==> src/rtl/osc_window_ctrl.sv <==
// osc_window_ctrl: counts ring-oscillator edges per timer window and steps the DAC code toward a target
//
// Ports:
//   clk, rst_n    system clock, asynchronous active-low reset
//   en            1 = run the loop, 0 = idle with ctrl_code held at CODE_INIT
//   osc_in        raw oscillator output (asynchronous, below clk/2)
//   count_done    window-end strobe from the window timer
//   target_count  desired edges per window, sampled during evaluation
//   osc_count     edges counted in the last completed window
//   meas_valid    one-cycle pulse when osc_count updates
//   ctrl_code     current-source DAC code (higher = faster oscillator)
//   lock          asserted after LOCK_WIN consecutive in-tolerance windows
//   cnt_ovf       only with CNT_OVF_EN: last window's edge counter saturated
//
// Build option: define CNT_OVF_EN to add cnt_ovf and skip code steps on saturated windows.
module osc_window_ctrl #(
    parameter int CNT_W     = 16,
    parameter int CODE_W    = 6,
    parameter int CODE_INIT = 32,
    parameter int LOCK_TOL  = 2,
    parameter int LOCK_WIN  = 4
) (
    input  logic              clk,
    input  logic              rst_n,
    input  logic              en,
    input  logic              osc_in,
    input  logic              count_done,
    input  logic [CNT_W-1:0]  target_count,
    output logic [CNT_W-1:0]  osc_count,
    output logic              meas_valid,
    output logic [CODE_W-1:0] ctrl_code,
`ifdef CNT_OVF_EN
    output logic              cnt_ovf,
`endif
    output logic              lock
);
    localparam int RUN_W = $clog2(LOCK_WIN + 1);
    localparam logic [CNT_W-1:0]         CNT_MAX  = '1;
    localparam logic [CODE_W-1:0]        CODE_MAX = '1;
    localparam logic [CODE_W-1:0]        INIT     = CODE_W'(CODE_INIT);
    localparam logic [RUN_W-1:0]         WIN      = RUN_W'(LOCK_WIN);
    localparam logic signed [CNT_W:0]    TOL      = (CNT_W + 1)'(LOCK_TOL);

    typedef enum logic [1:0] {IDLE, RUN, EVAL} state_t;

    state_t              state_q, state_d;
    logic [2:0]          sync_q, sync_d;
    logic [CNT_W-1:0]    cnt_q, cnt_d, cnt_inc;
    logic [CNT_W-1:0]    osc_count_q, osc_count_d;
    logic                meas_valid_q, meas_valid_d;
    logic [CODE_W-1:0]   code_q, code_d;
    logic [RUN_W-1:0]    run_q, run_d;
    logic                lock_q, lock_d;
    logic                osc_edge, win_sat, in_tol;
    logic signed [CNT_W:0] diff;
`ifdef CNT_OVF_EN
    logic                ovf_q, ovf_d;
    assign cnt_ovf = ovf_q;
`endif

    // sync_q[1:0] is the two-flop synchroniser, sync_q[2] the previous sample for edge detect
    assign osc_edge   = sync_q[1] & ~sync_q[2];
    assign osc_count  = osc_count_q;
    assign meas_valid = meas_valid_q;
    assign ctrl_code  = code_q;
    assign lock       = lock_q;

    always_comb begin
        state_d      = state_q;
        sync_d       = {sync_q[1:0], osc_in};
        cnt_d        = cnt_q;
        osc_count_d  = osc_count_q;
        meas_valid_d = 1'b0;
        code_d       = code_q;
        run_d        = run_q;
        lock_d       = lock_q;
        win_sat      = 1'b0;
`ifdef CNT_OVF_EN
        ovf_d        = ovf_q;
        win_sat      = ovf_q;
`endif
        cnt_inc = (osc_edge && cnt_q != CNT_MAX) ? cnt_q + CNT_W'(1) : cnt_q;
        diff    = $signed({1'b0, osc_count_q}) - $signed({1'b0, target_count});
        in_tol  = !win_sat && diff >= -TOL && diff <= TOL;
        if (!en) begin
            state_d = IDLE;
            cnt_d   = '0;
            code_d  = INIT;
            run_d   = '0;
            lock_d  = 1'b0;
        end else if (state_q == IDLE) begin
            state_d = RUN;
            cnt_d   = '0;
        end else if (state_q == RUN) begin
            cnt_d = cnt_inc;
            if (count_done) begin
                // the edge detected in the closing cycle still belongs to this window
                state_d      = EVAL;
                osc_count_d  = cnt_inc;
                cnt_d        = '0;
                meas_valid_d = 1'b1;
`ifdef CNT_OVF_EN
                ovf_d        = cnt_inc == CNT_MAX;
`endif
            end
        end else begin
            // edges seen while evaluating start the next window's count
            state_d = RUN;
            cnt_d   = cnt_inc;
            if (in_tol) begin
                run_d  = (run_q == WIN) ? WIN : run_q + RUN_W'(1);
                lock_d = run_d == WIN;
            end else begin
                run_d  = '0;
                lock_d = 1'b0;
                if (!win_sat && diff > TOL && code_q != '0)
                    code_d = code_q - CODE_W'(1);
                else if (!win_sat && diff < -TOL && code_q != CODE_MAX)
                    code_d = code_q + CODE_W'(1);
            end
        end
    end

    always_ff @(posedge clk or negedge rst_n) begin
        if (!rst_n) begin
            state_q      <= IDLE;
            sync_q       <= '0;
            cnt_q        <= '0;
            osc_count_q  <= '0;
            meas_valid_q <= 1'b0;
            code_q       <= INIT;
            run_q        <= '0;
            lock_q       <= 1'b0;
`ifdef CNT_OVF_EN
            ovf_q        <= 1'b0;
`endif
        end else begin
            state_q      <= state_d;
            sync_q       <= sync_d;
            cnt_q        <= cnt_d;
            osc_count_q  <= osc_count_d;
            meas_valid_q <= meas_valid_d;
            code_q       <= code_d;
            run_q        <= run_d;
            lock_q       <= lock_d;
`ifdef CNT_OVF_EN
            ovf_q        <= ovf_d;
`endif
        end
    end
endmodule

==> config.mk <==
export PLATFORM = sky130hd
export DESIGN_NAME = osc_window_ctrl
export DESIGN_NICKNAME = d
export VERILOG_FILES = /design/src/rtl/osc_window_ctrl.sv
export SDC_FILE = /design/constraint.sdc
export NUM_CORES = 1
export LEC_CHECK = 0
export ABC_CLOCK_PERIOD_IN_PS = 4640
export CORE_ASPECT_RATIO = 0.7
export CORE_UTILIZATION = 37
export DETAILED_ROUTE_END_ITERATION = 10
export PLACE_DENSITY = 0.56
export RECOVER_POWER = 100
export SETUP_SLACK_MARGIN = 0.02
export SLEW_MARGIN = 20
export SYNTH_ARGS = -nofsm -noshare
export SYNTH_HDL_FRONTEND = slang
export SYNTH_SLANG_ARGS = --single-unit
==> constraint.sdc <==
create_clock -name clk -period 4.64 [get_ports clk]
set_input_delay 0.928 -clock clk [delete_from_list [all_inputs] [get_ports clk]]
set_output_delay 0.928 -clock clk [all_outputs]
set_load 0.02 [all_outputs]
Yosys cells after proc, flatten, opt, wreduce, memory -nomap -nowiden
Cells that the tools add are included.
{"block": "op_classes", "n_addsub": 5, "magnitude_cmp": 4, "n_eq_ne": 10, "mux": 28, "n_bitwise": 3, "n_reduce_logical": 9}
{"cell": "$mux W16", "count": 5}
{"cell": "$mux W6", "count": 6}
{"cell": "$ge A17 B2 Y1 const B", "count": 1}
{"cell": "$gt A17 B3 Y1 const B", "count": 1}
{"cell": "$le A17 B3 Y1 const B", "count": 1}
{"cell": "$lt A17 B2 Y1 const B", "count": 1}
{"cell": "$sub A16 B16 Y17", "count": 1}
{"cell": "$add A16 B1 Y16 const B", "count": 1}
{"cell": "$ne A16 B16 Y1 const B", "count": 1}
{"cell": "$mux W3", "count": 5}
{"cell": "$mux W1", "count": 8}
{"cell": "$mux W2", "count": 4}
{"cell": "$reduce_and A4 Y1", "count": 2}
{"cell": "$add A6 B1 Y6 const B", "count": 1}
{"cell": "$eq A3 B3 Y1 const B", "count": 2}
{"cell": "$ne A2 B2 Y1 const B", "count": 3}
{"cell": "$ne A6 B6 Y1 const B", "count": 1}
{"cell": "$reduce_bool A6 Y1", "count": 1}
{"cell": "$sub A6 B1 Y6 const B", "count": 1}
{"cell": "$logic_and A1 B1 Y1", "count": 4}
{"cell": "$ne A4 B4 Y1 const B", "count": 1}
{"cell": "$add A3 B1 Y3 const B", "count": 1}
{"cell": "$ne A3 B1 Y1 const B", "count": 1}
{"cell": "$eq A2 B1 Y1 const B", "count": 1}
{"cell": "4 further kinds", "count": 5}
{"block": "word_totals", "ff_bits": 48, "in_bits": 21, "wordCells": 67}

Logic depth before layout (Yosys ltp)
Gate-level depths: netlist of run 1.
{"block": "depth", "depth_word": 9, "depth_mapped": 18, "ltp_nobuf": 18}

Worst setup path after synthesis of run 1
No wires, ideal clock.
{"block": "synth_path", "kind": "input port to flip-flop", "from": "in target_count[0]", "to": "reg code_q[5], in the netlist ctrl_code[5]", "setup_ns": 0.083, "arrival_time_ns": 4.541, "required_ns": 4.557, "path_slack_ns": 0.016, "stages": 17, "path_buffers": 0, "path_cell_list": "ha_1 > fa_1 > nand2b_1 > a21oi_1 > o31ai_2 > a2111oi_4 > nand3_1 > nor3b_1 > and4_1 > nor2_1 > ha_1 > a21o_1 > a21o_1 > a21o_1 > a21oi_1 > mux2_2 > o32a_1"}
{"block": "synth_between", "elab_chain_len": 8}
{"item": "from (decl)", "line_no": "28", "rtl": "input logic [CNT_W-1:0] target_count,"}
{"item": "$sub A16 B16 Y17 (*)", "line_no": "83", "rtl": "diff = $signed({1'b0, osc_count_q}) - $signed({1'b0, target_count});"}
{"item": "$gt A17 B3 Y1", "line_no": "116", "rtl": "if (!win_sat && diff > TOL && code_q != '0)"}
{"item": "$logic_and A1 B1 Y1", "line_no": "116"}
{"item": "$mux W6", "line_no": "116"}
{"item": "$mux W6", "line_no": "110", "rtl": "if (in_tol) begin"}
{"item": "$mux W6", "line_no": "94", "rtl": "end else if (state_q == RUN) begin"}
{"item": "$mux W6", "line_no": "91", "rtl": "end else if (state_q == IDLE) begin"}
{"item": "$mux W6", "line_no": "85", "rtl": "if (!en) begin"}
{"item": "to (signal assigned)", "line_no": "143", "rtl": "code_q <= code_d;"}
{"item": "to (decl)", "line_no": "51", "rtl": "logic [CODE_W-1:0] code_q, code_d;"}
Mark *: on every way between the ends. The rest lies on a longest branch, timed or not. The select of a mux whose other input is x is not followed.
A chain may end at the register's enable or synchronous reset.

Worst setup path after layout of run 1
{"block": "layout_path", "from": "in target_count[8]", "to": "reg code_q[5], in the netlist ctrl_code[5]"}
The elaborated chain is that of the path after synthesis.

==> results of run 1 <==
==> area by class of cell <==
type | instances | area (µm²) | share of cell area
Clock buffer | 6 | 139 | 0.0259
Timing Repair Buffer | 136 | 1150 | 0.215
Tap cell | 124 | 155 | 0.0289
Inverter | 32 | 120 | 0.0224
Sequential cell | 48 | 1200 | 0.224
Clock inverter | 2 | 17.5 | 0.00326
Multi-Input combinational cell | 332 | 2580 | 0.480
==> kinds of logic (layout without fill, tap and decap cells) <==
family	Yosys count	in the layout	synth area share
muxes	6	6	0.0169
xor gates and xnor gates	24	24	0.0579
buffers and inverters	46	176	0.0503
DFF	48	48	0.331
adders and majority gates	25	25	0.0902
AOI/OAI and AO/OA	110	110	0.223
and+or+nand+nor	167	167	0.230
==> sequential cells by signal (all words and copies together) (netlist names) <==
register    count
meas_valid      1
ctrl_code       6
run_q           3
osc_count      16
sync_q          3
lock            1
cnt_q          16
state_q         2
==> cells in the final DEF, fill, tap and decap left out, types with 4 or more instances in the layout <==
cell	synthesis	routed
sky130_fd_sc_hd__buf_4	0	87
sky130_fd_sc_hd__nand2_1	52	51
sky130_fd_sc_hd__dfrtp_1	47	47
sky130_fd_sc_hd__nor2_1	38	38
sky130_fd_sc_hd__inv_1	32	26
sky130_fd_sc_hd__o21ai_0	29	26
sky130_fd_sc_hd__dlygate4sd3_1	0	26
sky130_fd_sc_hd__xnor2_1	16	16
sky130_fd_sc_hd__ha_1	23	13
sky130_fd_sc_hd__nor3_1	12	11
sky130_fd_sc_hd__nand4_1	10	10
sky130_fd_sc_hd__nand3_1	11	10
sky130_fd_sc_hd__a21oi_1	20	10
sky130_fd_sc_hd__ha_4	0	10
sky130_fd_sc_hd__a21o_1	10	9
sky130_fd_sc_hd__clkdlybuf4s50_1	0	9
sky130_fd_sc_hd__a21oi_2	2	8
sky130_fd_sc_hd__dlymetal6s2s_1	0	8
sky130_fd_sc_hd__xor2_1	8	7
sky130_fd_sc_hd__inv_2	0	6
sky130_fd_sc_hd__nor4_1	5	5
sky130_fd_sc_hd__clkbuf_16	0	5
sky130_fd_sc_hd__o21ai_1	4	4
sky130_fd_sc_hd__mux2i_1	5	4
sky130_fd_sc_hd__nand2b_1	5	4
sky130_fd_sc_hd__a21oi_4	0	4
==> repair_timing <==
item,in CTS,in global routing
gates resized for setup,12,65
setup endpoints to repair,2,2
buffers inserted,4,12
pin swaps,5,36
==> through the flow <==
stage | instances | hold WS (ps) | TNS [ps]
4_1_cts | 669 | 363 | 0
5_1_grt | 680 | 374 | -16.5
3_5_place_dp | 657 | 346 | -1270
6_report | 680 | 366 | 0
3_3_place_gp | 657 | 337 | -730
2_1_floorplan | 426 | 331 | 0
==> how the worst max path moves through the flow <==
stage / to / slack (ps) / cells past startpoint
5_1_grt: ctrl_code[5] / -20 / 19
3_5_place_dp: ctrl_code[5] / -610 / 18
4_1_cts: ctrl_code[5] / 20 / 19
6_report: ctrl_code[5] / 130 / 19
2_1_floorplan: ctrl_code[5] / 40 / 17
3_3_place_gp: ctrl_code[5] / -440 / 18
==> critical path: stages <==
cell	delay, ps
sky130_fd_sc_hd__clkdlybuf4s50_1	460
sky130_fd_sc_hd__inv_1	60
sky130_fd_sc_hd__ha_4	180
sky130_fd_sc_hd__buf_4	140
sky130_fd_sc_hd__a211oi_4	270
sky130_fd_sc_hd__o21bai_2	120
sky130_fd_sc_hd__buf_4	150
sky130_fd_sc_hd__o211a_1	210
sky130_fd_sc_hd__a211oi_2	280
sky130_fd_sc_hd__a211oi_2	80
sky130_fd_sc_hd__and4_1	250
sky130_fd_sc_hd__nor2_2	160
sky130_fd_sc_hd__ha_1	250
sky130_fd_sc_hd__a21o_1	150
sky130_fd_sc_hd__a21o_1	170
sky130_fd_sc_hd__a21o_1	170
sky130_fd_sc_hd__a21oi_2	200
sky130_fd_sc_hd__mux2_4	320
sky130_fd_sc_hd__o32a_1	180
==> per-layer routing <==
layer  track usage  wire, µm  part of all wire
met4        0.0337        40            0.0038
met1         0.318      5420              0.52
met2         0.313      4520              0.43
met5             0         0                 0
met3        0.0329       465             0.045
==> report_power, final <==
group	internal, mW	switching (mW)	leakage [nW]	total, mW
registers	0.424	0.00544	0.656	0.429
logic	0.0978	0.103	1.80	0.201
clock network	0.219	0.177	0.0779	0.396
==> metrics.log, run 1 <==
[metrics] Power, Total: 1.03 mW
[metrics] starting utilization of the core area: 0.391
[metrics] cell area after layout: 5370 µm²
[metrics] Placeable Area: 9290 µm²
[metrics] I/O pin count: 45
[metrics] Routability Congestion: 0.830
[metrics] Clk Latency, worst-skew pair: 290 ps
[metrics] final setup slack of the worst path: 132 ps
[metrics] overall routed net length: 10.4 mm
[metrics] violations in the final reports: capacitance limit, slew limit
[metrics] global-route usage over all layers: 0.209
[metrics] Min-Delay Path Class: flip-flop to flip-flop
[metrics] Clock transition at path regs: 70 ps
[metrics] maximum number of pins on one net before global-route repair: 49
[metrics] antenna violations before repair: 0
[metrics] synth-to-layout area growth: 47.7%
[metrics] flip-flop and latch count after synthesis: 48
[metrics] most used standard cell by instance count after synthesis: sky130_fd_sc_hd__nand2_1
[metrics] Ys Warns: 0
[metrics] async set or reset register ratio after synthesis: 1.00
[metrics] count of flip-flops with a built-in enable after synthesis: 0
[metrics] via count: 3522
[metrics] final-report max-slew violation count: 84
[metrics] fill count: 835
[metrics] endpoint class of the critical path: flip-flop
[metrics] ant diodes: 0
[metrics] Highest Clock Rate: 222 MHz
[metrics] worst setup skew after layout: 8.39 ps
[metrics] number of clock sinks seen by CTS: 48
[metrics] Worst Reg2Reg Path Length in Cells: 18
[metrics] launch instance of the worst register-to-register path: osc_count[0]
[metrics] part of the cycle the worst path needs: 0.972
[metrics] vias in the first global route: 3392
[metrics] worst-case setup slack after placement: -615 ps
[metrics] worst hold path stage count: 0
[metrics] Relative slew margins: -0.862
[metrics] count of mapped cells out of synthesis: 426
[metrics] fraction of the yosys area taken by sequential cells: 0.331
[metrics] startpoint of the most critical setup path: target_count[8]
[metrics] capture instance of the worst register-to-register path: ctrl_code[5]
[metrics] FP Rows: 29
[metrics] number of failing hold endpoints at the final stage: 0
[metrics] dominant register cell in the synthesized netlist: sky130_fd_sc_hd__dfrtp_1
[metrics] post-synthesis cell type count: 71
[metrics] CTS tree: done
[metrics] Avg Vias per Cell: 5.18
[metrics] terminating pin of the worst hold path: sync_q[1]
[metrics] Post-Syn Area per Cell: 8.53 µm²
[metrics] root buffer cell: sky130_fd_sc_hd__clkbuf_16
[metrics] top cells by area, synth: sky130_fd_sc_hd__dfrtp_1, sky130_fd_sc_hd__ha_1, sky130_fd_sc_hd__nand2_1, sky130_fd_sc_hd__o21ai_0, sky130_fd_sc_hd__nor2_1
[metrics] result of the run: finished, violations left
[metrics] drt drc: 0
[metrics] post-placement cell area: 4740 µm²
[metrics] first-pass GRT wire length: 17.1 mm
[metrics] Hold Crit Start: sync_q[0]
[metrics] most frequent cells after synthesis: sky130_fd_sc_hd__nand2_1, sky130_fd_sc_hd__dfrtp_1, sky130_fd_sc_hd__nor2_1, sky130_fd_sc_hd__inv_1, sky130_fd_sc_hd__o21ai_0
[metrics] area of the mapped netlist: 3630 µm²
[metrics] post-synth top area share: 0.324
[metrics] floorplan die area: 10200 µm²
[metrics] worst-case vdd ir drop: 0.000138 V
[metrics] Worst setup SP type: input port
[metrics] net count after synthesis: 472
[metrics] Tightest Pin Transition: 2790 ps
[metrics] hold-fix buffer count after cts: 0
[metrics] Finished Core Util: 0.578
[metrics] P per Cell Area: 191 nW/µm²
[metrics] CTS HTree Levels: 2
[metrics] number of nets in the layout: 601
[metrics] height of the die: 84.9 µm
[metrics] final number of setup-violating endpoints: 0
[metrics] overall overflow remaining after global route: 0
[metrics] maximum clock path buffer count: 2
[metrics] maximum fanout along the worst path: 4
[metrics] number of buffers created by CTS: 5
[metrics] share of cells above drive strength 1: 0.300
[metrics] cell taking the most area after synthesis: sky130_fd_sc_hd__dfrtp_1
[metrics] min cycle time layout: 4510 ps
[metrics] width of the die: 120 µm
[metrics] Leak Pwr: 2.54 nW
[metrics] arrival time of the worst setup path: 4730 ps
[metrics] average routed wire per standard cell: 15.4 µm
[metrics] Port-buffer cells: 44
[metrics] iteration-0 DRC count of the detailed router: 203
[metrics] number of max-cap violations: 2
[metrics] startpoint-to-endpoint class of the critical path: input port to flip-flop
[metrics] HPWL Detailed: 7.76 mm
[metrics] reg2reg setup slack: 640 ps
[metrics] count of TritonRoute iterations in the first routing pass: 4
[metrics] remaining antenna violation count after routing: 0
[metrics] CP required: 4860 ps
Power figures use the tool's default switching activity.
==> inputs of run 2 (changes only) <==
- HOLD_SLACK_MARGIN: default -> 0.08
==> results of run 2 <==
Final layout, timing and power as in run 1 (identical DEF).
